File: src/rtl/definitions_pkg.sv
// Shared decode-stage definitions: immediate formats, width defaults,
// instruction field positions and the immediate generator.
package definitions_pkg;

  localparam int XLEN_DEF    = 32;
  localparam int NREGS_DEF   = 32;
  localparam int RD_LSB      = 7;
  localparam int RS1_LSB     = 15;
  localparam int RS2_LSB     = 20;
  localparam int REG_FIELD_W = 5;

  typedef enum logic [2:0] {
    IMM_I = 3'd0,
    IMM_S = 3'd1,
    IMM_B = 3'd2,
    IMM_U = 3'd3,
    IMM_J = 3'd4
  } imm_src_e;

  // Produces the 32-bit sign-extended immediate; callers widen it to XLEN.
  function automatic logic signed [31:0] extend_imm(input logic [31:0] instr,
                                                    input imm_src_e   src);
    logic signed [31:0] imm;
    case (src)
      IMM_I:   imm = {{20{instr[31]}}, instr[31:20]};
      IMM_S:   imm = {{20{instr[31]}}, instr[31:25], instr[11:7]};
      IMM_B:   imm = {{19{instr[31]}}, instr[31], instr[7], instr[30:25], instr[11:8], 1'b0};
      IMM_U:   imm = {instr[31:12], 12'd0};
      IMM_J:   imm = {{11{instr[31]}}, instr[31], instr[19:12], instr[20], instr[30:21], 1'b0};
      default: imm = '0;
    endcase
    return imm;
  endfunction

endpackage

File: src/rtl/regfile_bypass.sv
// Two-read, one-write architectural register file with hardwired x0 and
// optional forwarding of the write port onto the read ports.
module regfile_bypass
  import definitions_pkg::*;
#(
  parameter int XLEN   = XLEN_DEF,
  parameter int NREGS  = NREGS_DEF,
  parameter int BYPASS = 1,
  localparam int AW    = $clog2(NREGS)
) (
  input  logic            clk_i,
  input  logic            rst_ni,
  input  logic            wr_en,
  input  logic [AW-1:0]   wr_addr,
  input  logic [XLEN-1:0] wr_data,
  input  logic [AW-1:0]   rd_addr1,
  input  logic [AW-1:0]   rd_addr2,
  output logic [XLEN-1:0] rd_data1,
  output logic [XLEN-1:0] rd_data2
);

  logic [XLEN-1:0] regs [NREGS];

  always_ff @(posedge clk_i) begin
    if (!rst_ni) begin
      for (int i = 0; i < NREGS; i++) regs[i] <= '0;
    end else if (wr_en && (wr_addr != '0)) begin
      regs[wr_addr] <= wr_data;
    end
  end

  // x0 wins over forwarding so a write aimed at x0 never leaks through.
  always_comb begin
    rd_data1 = regs[rd_addr1];
    if (rd_addr1 == '0)
      rd_data1 = '0;
    else if ((BYPASS != 0) && wr_en && (wr_addr == rd_addr1))
      rd_data1 = wr_data;
  end

  always_comb begin
    rd_data2 = regs[rd_addr2];
    if (rd_addr2 == '0)
      rd_data2 = '0;
    else if ((BYPASS != 0) && wr_en && (wr_addr == rd_addr2))
      rd_data2 = wr_data;
  end

endmodule

File: src/rtl/decode_stage.sv
// Decode stage: operand read, immediate generation and a single skid-free
// output register toward execute, with load-use bubble and write-back snoop.
module decode_stage
  import definitions_pkg::*;
#(
  parameter int XLEN   = XLEN_DEF,
  parameter int NREGS  = NREGS_DEF,
  parameter int BYPASS = 1,
  localparam int AW    = $clog2(NREGS)
) (
  input  logic            clk_i,
  input  logic            rst_ni,
  input  logic            in_valid_i,
  output logic            in_ready_o,
  input  logic [31:0]     instr_i,
  input  logic [XLEN-1:0] pc_i,
  input  logic [XLEN-1:0] pc_next_4_i,
  input  imm_src_e        imm_src_i,
  input  logic            is_load_i,
  input  logic            wb_we_i,
  input  logic [AW-1:0]   wb_rd_a_i,
  input  logic [XLEN-1:0] wb_d_i,
  input  logic            flush_i,
  output logic            out_valid_o,
  input  logic            out_ready_i,
  output logic [XLEN-1:0] rs1_d_o,
  output logic [XLEN-1:0] rs2_d_o,
  output logic [XLEN-1:0] imm_ext_o,
  output logic [XLEN-1:0] pc_o,
  output logic [XLEN-1:0] pc_next_4_o,
  output logic [AW-1:0]   rd_a_o,
  output logic [AW-1:0]   rs1_a_o,
  output logic [AW-1:0]   rs2_a_o,
  output logic            is_load_o,
  output logic            hazard_o
);

  logic [AW-1:0]      rs1_a_p0, rs2_a_p0, rd_a_p0;
  logic [XLEN-1:0]    rs1_d_p0, rs2_d_p0;
  logic signed [31:0] imm32_p0;
  logic [XLEN-1:0]    imm_ext_p0;
  logic               capture;

  logic               vld_p1;
  logic [XLEN-1:0]    rs1_d_p1, rs2_d_p1, imm_ext_p1, pc_p1, pc_next_4_p1;
  logic [AW-1:0]      rd_a_p1, rs1_a_p1, rs2_a_p1;
  logic               is_load_p1;

  // ---- p0: field extraction, operand read, immediate ----
  assign rs1_a_p0   = AW'(instr_i[RS1_LSB +: REG_FIELD_W]);
  assign rs2_a_p0   = AW'(instr_i[RS2_LSB +: REG_FIELD_W]);
  assign rd_a_p0    = AW'(instr_i[RD_LSB  +: REG_FIELD_W]);
  assign imm32_p0   = extend_imm(instr_i, imm_src_i);
  assign imm_ext_p0 = XLEN'(imm32_p0);

  regfile_bypass #(
    .XLEN   (XLEN),
    .NREGS  (NREGS),
    .BYPASS (BYPASS)
  ) u_regfile (
    .clk_i    (clk_i),
    .rst_ni   (rst_ni),
    .wr_en    (wb_we_i),
    .wr_addr  (wb_rd_a_i),
    .wr_data  (wb_d_i),
    .rd_addr1 (rs1_a_p0),
    .rd_addr2 (rs2_a_p0),
    .rd_data1 (rs1_d_p0),
    .rd_data2 (rs2_d_p0)
  );

  assign hazard_o = in_valid_i & vld_p1 & is_load_p1 & (rd_a_p1 != '0) &
                    ((rd_a_p1 == rs1_a_p0) | (rd_a_p1 == rs2_a_p0));

  assign in_ready_o = rst_ni & (!vld_p1 | out_ready_i) & !hazard_o & !flush_i;
  assign capture    = in_valid_i & in_ready_o;

  // ---- p1: output register toward execute ----
  always_ff @(posedge clk_i) begin
    if (!rst_ni || flush_i) begin
      vld_p1       <= 1'b0;
      rs1_d_p1     <= '0;
      rs2_d_p1     <= '0;
      imm_ext_p1   <= '0;
      pc_p1        <= '0;
      pc_next_4_p1 <= '0;
      rd_a_p1      <= '0;
      rs1_a_p1     <= '0;
      rs2_a_p1     <= '0;
      is_load_p1   <= 1'b0;
    end else if (capture) begin
      vld_p1       <= 1'b1;
      rs1_d_p1     <= rs1_d_p0;
      rs2_d_p1     <= rs2_d_p0;
      imm_ext_p1   <= imm_ext_p0;
      pc_p1        <= pc_i;
      pc_next_4_p1 <= pc_next_4_i;
      rd_a_p1      <= rd_a_p0;
      rs1_a_p1     <= rs1_a_p0;
      rs2_a_p1     <= rs2_a_p0;
      is_load_p1   <= is_load_i;
    end else begin
      if (vld_p1 && out_ready_i) vld_p1 <= 1'b0;
      // A held instruction must observe write-backs that land after it was read.
      if (vld_p1 && wb_we_i && (wb_rd_a_i != '0)) begin
        if (wb_rd_a_i == rs1_a_p1) rs1_d_p1 <= wb_d_i;
        if (wb_rd_a_i == rs2_a_p1) rs2_d_p1 <= wb_d_i;
      end
    end
  end

  assign out_valid_o = vld_p1;
  assign rs1_d_o     = rs1_d_p1;
  assign rs2_d_o     = rs2_d_p1;
  assign imm_ext_o   = imm_ext_p1;
  assign pc_o        = pc_p1;
  assign pc_next_4_o = pc_next_4_p1;
  assign rd_a_o      = rd_a_p1;
  assign rs1_a_o     = rs1_a_p1;
  assign rs2_a_o     = rs2_a_p1;
  assign is_load_o   = is_load_p1;

endmodule
File: config.mk
export PLATFORM = sky130hd
export DESIGN_NAME = decode_stage
export DESIGN_NICKNAME = d
export VERILOG_FILES = /design/src/rtl/definitions_pkg.sv /design/src/rtl/regfile_bypass.sv /design/src/rtl/decode_stage.sv
export SDC_FILE = /design/constraint.sdc
export NUM_CORES = 2
export LEC_CHECK = 0
export ABC_AREA = 1
export ABC_CLOCK_PERIOD_IN_PS = 7400
export BUFFER_PORTS_ARGS = -buffer_cell sky130_fd_sc_hd__buf_2
export CAP_MARGIN = 25
export CORE_UTILIZATION = 44
export CTS_CLUSTER_DIAMETER = 40
export DETAILED_ROUTE_END_ITERATION = 8
export GPL_ROUTABILITY_DRIVEN = 0
export PLACE_DENSITY = 0.59
export SYNTH_ARGS = -nofsm -noshare
export SYNTH_HDL_FRONTEND = slang
export SYNTH_SLANG_ARGS = --single-unit
File: constraint.sdc
create_clock -name clk_i -period 7.4 [get_ports clk_i]
set_input_delay 0 -clock clk_i [delete_from_list [all_inputs] [get_ports clk_i]]
set_output_delay 0 -clock clk_i [all_outputs]
set_load 0.01 [all_outputs]
* Yosys cells after proc, flatten, opt, wreduce, memory -nomap -nowiden
Memories as Yosys holds them, arrays and structs flattened.
Cells that the tools add are included.
** Word-level totals
- Memories kept :: 1
- Logic and storage cells :: 74
- Input bits :: 143
- Register bits :: 177
- Bits in writable memories :: 1024
** Memory list
- u_regfile.regs :: depth 32, width 32, rd ports 2, clocked after Yosys merged registers in 0, write ports 32, line regfile_bypass.sv:22 : logic [XLEN-1:0] regs [NREGS];
** Operators by class
- Mux-type cells :: 20
- Bitwise logic cells :: 10
- Reductions and logical operators :: 23
- Eq/ne operators :: 10
** Operators with widths (count)
- 2-to-1 mux 32 bit :: 11
- case mux 32 bit (5 select lines) :: 1
- OR reduction 32 bit :: 1
- == test 5 bit :: 6
- logical NOT 5 bit :: 2
- nonzero test 5 bit :: 2
- AND 1 bit :: 8
- nonzero test 2 bit :: 4
- 2-to-1 mux 1 bit :: 7
- == test 3 x 2 -> 1 bit (second input constant) :: 2
- logical AND 1 bit :: 6
- 2-to-1 mux 5 bit :: 1
- logical NOT 1 bit :: 4
- AND reduction 2 bit :: 2
- == test 3 x 1 -> 1 bit (second input constant) :: 1
- == test 3 bit (second input constant) :: 1
- logical NOT 3 bit :: 1
- bitwise OR 1 bit :: 2
- logical OR 1 bit :: 1

* Depth between registers and ports, before layout
- Word-level depth :: 10
- Gate-level depth with buffers :: 14
- Depth with buffers taken out :: 11

* By module
From an unflattened synthesis, not the netlist that was laid out.
** Unflattened totals
- Cell total of the unflattened synthesis :: 8566
- Area total of the unflattened synthesis :: 66816.6 um2
** Modules (own cells, without submodules)
- regfile_bypass :: area each 58698.8 um2, cells each 7427, instances 1
- decode_stage :: area each 8117.8 um2, cells each 1139, instances 1

* Worst setup path after synthesis
OpenSTA, ideal clock, no wires.
- Kind :: input to register
- From :: input rst_ni
- To :: memory u_regfile.regs[25][0] (netlist bit), enable pin
- Setup slack :: 4.948 ns
- Stages :: 7
- Data required time :: 6.922 ns
- Setup time :: 0.478 ns
- Arrival :: 1.974 ns
- Path through :: inv_1 nor2_1 nand3_1 inv_1 nand2_1 buf_2 nand2_1
** RTL lines
- from (decl) :: line decode_stage.sv:12 : input logic rst_ni,
- to (decl) :: line regfile_bypass.sv:22

* Worst setup path in the final report
- From :: input rst_ni
- To :: register imm_ext_p1[9], in the netlist imm_ext_o[9]
** On the way
- Cells in the longest elaborated chain, start to end :: 4
- Elaborated cells on any way between the ends :: 6
** RTL lines
- AND 1 bit (3 in a row) :: line decode_stage.sv:75 : assign in_ready_o = rst_ni & (!vld_p1 | out_ready_i) & !hazard_o & !flush_i;
- AND 1 bit :: line decode_stage.sv:76 : assign capture = in_valid_i & in_ready_o;
- to (signal assigned) :: line decode_stage.sv:95 : imm_ext_p1 <= imm_ext_p0;
- to (decl) :: line decode_stage.sv:45 : logic [XLEN-1:0] rs1_d_p1, rs2_d_p1, imm_ext_p1, pc_p1, pc_next_4_p1;
Several ways; a longest one is shown, not always the timed one.
A chain may end at the register's enable or synchronous reset.

==> results.md <==
- Drt via density: 5.87
- Leading area contributor after synthesis: edfxtp_1
- Period minus WS final: 4.86 ns
- CTS Buf Count: 174
- Most common library cell in the layout ignoring fill and taps: nand2_1
- Chip width: 384 um
- Clock slew at reported path FFs: 0.06 ns
- Share of cells above drive strength 1: 0.0998
- Die height: 384 um
- Share of the yosys chip area belonging to registers: 0.534
- Leakage Power: 0.0311 uW
- Ys async rst share: 0
- Worst min-delay path class: in -> reg
- Leftover overflow at the end of global routing: 0
- CTS sink cnt: 1201
- Basic-gate share of the synthesized area counting and, or, nand and nor cells: 0.294
- Crit path max fanout: 82
- Startpoint type of the worst setup path: input pin
- Routed length per placed instance: 24.4 um
- Clock insertion delay at the later pin of the skew report: 0.82 ns
- Synth-to-layout area growth: 17.4%
- Total wirelength of the detailed-routed design: 254 mm
- WHS: 0.0234 ns
- CTS tree: yes
- Mean cell area of the mapped netlist: 7.89 sq um
- # H-tree levels: 4
- Count of flip-flops with a built-in enable after synthesis: 1024
- Share of the synthesized area in the top cell type: 0.479
- Worst setup skew after layout: 0.0285 ns
- Tcrit/Tclk final: 0.657
- Die Area: 147000 sq um
- Beginning of the worst hold path: pc_next_4_i[18]
- Max Transition Viols Final: 0
- Vias in the first global route: 56399
- First-pass iteration count of the detailed router: 9
- Number of antenna violations at the first check in global routing: 6
- Startpoint of the worst-slack reg-to-reg timing path: rd_a_o[1]
- Cell types occupying the most area after synthesis: edfxtp_1 (48%), nand2_1 (14%), nor2_1 (8.5%), nand3_1 (6.1%), dfxtp_1 (5.5%)
- PwrDens: 248 nW/um^2
- Required time reported for the critical path endpoint: 8.13 ns
- Number of setup buffers added after CTS: 0
- IO Port Bufs: 314
- Master cell of the clock root buffer: clkbuf_16
- Setup repair after global routing missed its margin: no
- CP endpoint kind: flop
- Post-Synthesis Cell Area: 64200 sq um
- Post-synth top flop: edfxtp_1
- Max cap viols: 0
- Number of nets in the finished design: 8497
- Worst EP arrival: 5.59 ns
- Worst setup startpoint: rst_ni
- Detailed-route DRC error count: 0
- Flip-flop and latch count after synthesis: 1201
- Global-route wire length before repair: 366 mm
- Fraction of the mapped netlist area in compound gates: 0.0998
- Global Route Usage Sum: 0.335
- Xor and xnor fraction of the mapped netlist area: 0.00136
- Adder and majority gate portion of the synthesized area: 0
- Most frequent cells in the layout: nand2_1 (2421), nor2_1 (1448), edfxtp_1 (1024)
- Timing-limited maximum frequency: 206 MHz
- Worst vdd ir: 0.000237 V
- Yosys warns: 0
- Result of the run: finished, final reports clean
- Fin. Hold Viols: 0
- Total cell area at the placement stage: 67000 sq um
- Maximum count of clock buffers along a single path: 3
- Final core area utilization: 0.523
- Initial cell density of the core: 0.445
- Worst-case headroom to the max-slew limit: 0.230
- Unique cell type count in the Yosys netlist: 28
- Transition at the pin with the smallest max-transition slack: 1.15 ns
- Placeable Area: 144000 sq um
- Antenna viol nets, final: 0
- Iter 0 DRT Violations: 8916
- Multiplexer fraction of the synthesized cell area: 0
- Count of vias placed by the detailed router: 61092
- Fin Setup TNS: 0 ns
- Number of I/O pins: 322
- Layout Cell Area excl Fill: 75400 sq um
- Maximum number of pins on one net before global-route repair: 228
- Finish-stage setup viols: 0
- Cells after synthesis: 8137
- Row count: 139
- Detailed-placement wirelength estimate: 139 mm
- Type of the worst setup path: in -> reg
- Combinational family with the most area after synthesis: simple AND/OR/NAND/NOR gates
repair_timing:
item / in CTS / in global routing
gates resized for setup: 0 / 0
endpoints found under the hold margin: 1026 / 0
hold buffers: 220 / 0
report_power, final:
group          switching, uW  leakage (uW)  total (uW)  internal, uW
clock                   3360       0.00293        8680          5320
sequential               147        0.0112        7820          7670
combinational           1580        0.0170        2170           597
total                   5080        0.0311       18700         13600
registers in the layout, summed over array words and instances, names as in the netlist:
| name | count |
|---|---|
| u_regfile.regs | 1024 |
| rs2_d_o | 32 |
| rs1_a_o | 5 |
| pc_next_4_o | 32 |
| is_load_o | 1 |
| out_valid_o | 1 |
| imm_ext_o | 32 |
| rs2_a_o | 5 |
| rd_a_o | 5 |
| rs1_d_o | 32 |
| pc_o | 32 |
layer usage:
| layer | wire, um | vias up | track usage |
|---|---|---|---|
| li1 | - | 27307 | - |
| met1 | 98000 | 29032 | 0.446 |
| met2 | 114000 | 4006 | 0.523 |
| met3 | 30800 | 745 | 0.0690 |
| met4 | 11900 | 2 | 0.154 |
| met5 | 184 | - | 0.00877 |
synth_stat cells (all sizes together) (7+ instances only):
library cell	n
nor3	10
o21ai	280
or2	26
o211ai	342
nand4	7
a21oi	480
inv	395
edfxtp	1024
nor2	1453
nand3	782
clkbuf	312
buf	378
nand2	2452
dfxtp	177
area by class of cell:
class | count | area (sq um)
repair buffers | 700 | 5530
inverters | 397 | 1520
clock inverters | 128 | 1510
flip-flops and latches | 1201 | 34300
multi-input cells | 5880 | 25600
fillers | 13089 | 68800
well taps | 1903 | 2380
diodes | 2 | 5.00
clock buffers | 199 | 4550
final timing paths:
check	to	slack (ns)	cells after the start
max	imm_ext_o[9]	2.54	14
min	pc_next_4_o[18]	0.02	4
max reg2reg	imm_ext_o[9]	3.15	13
min reg2reg	pc_next_4_o[16]	0.46	2
cell families after synthesis:
kind of cell,after synthesis
buffers and inverters,1087
other,1
DFF,1201
xor gates and xnor gates,10
AOI/OAI and AO/OA,1108
and+or+nand+nor,4730
stage by stage:
stage / setup WS, ns / power (uW) / cells
3_5_place_dp: 3.00 / 9950 / 9857
3_3_place_gp: 3.03 / 9880 / 9839
6_report: 2.54 / 18700 / 10410
4_1_cts: 2.80 / 18600 / 10404
2_1_floorplan: 4.95 / 9150 / 8168
5_1_grt: 2.21 / 19200 / 10410
worst max-delay path: stages:
cell	delay [ns]
dlygate4sd3_1	0.52
buf_2	0.09
buf_4	0.47
inv_2	0.26
buf_4	0.37
nor2_4	0.17
clkinv_2	0.16
nor2_1	0.30
nand3_4	0.71
clkinv_2	0.68
buf_4	0.77
nand3_1	0.20
dlygate4sd3_1	0.63
a21oi_1	0.19
Note: power is estimated with default switching activity, not from simulation.
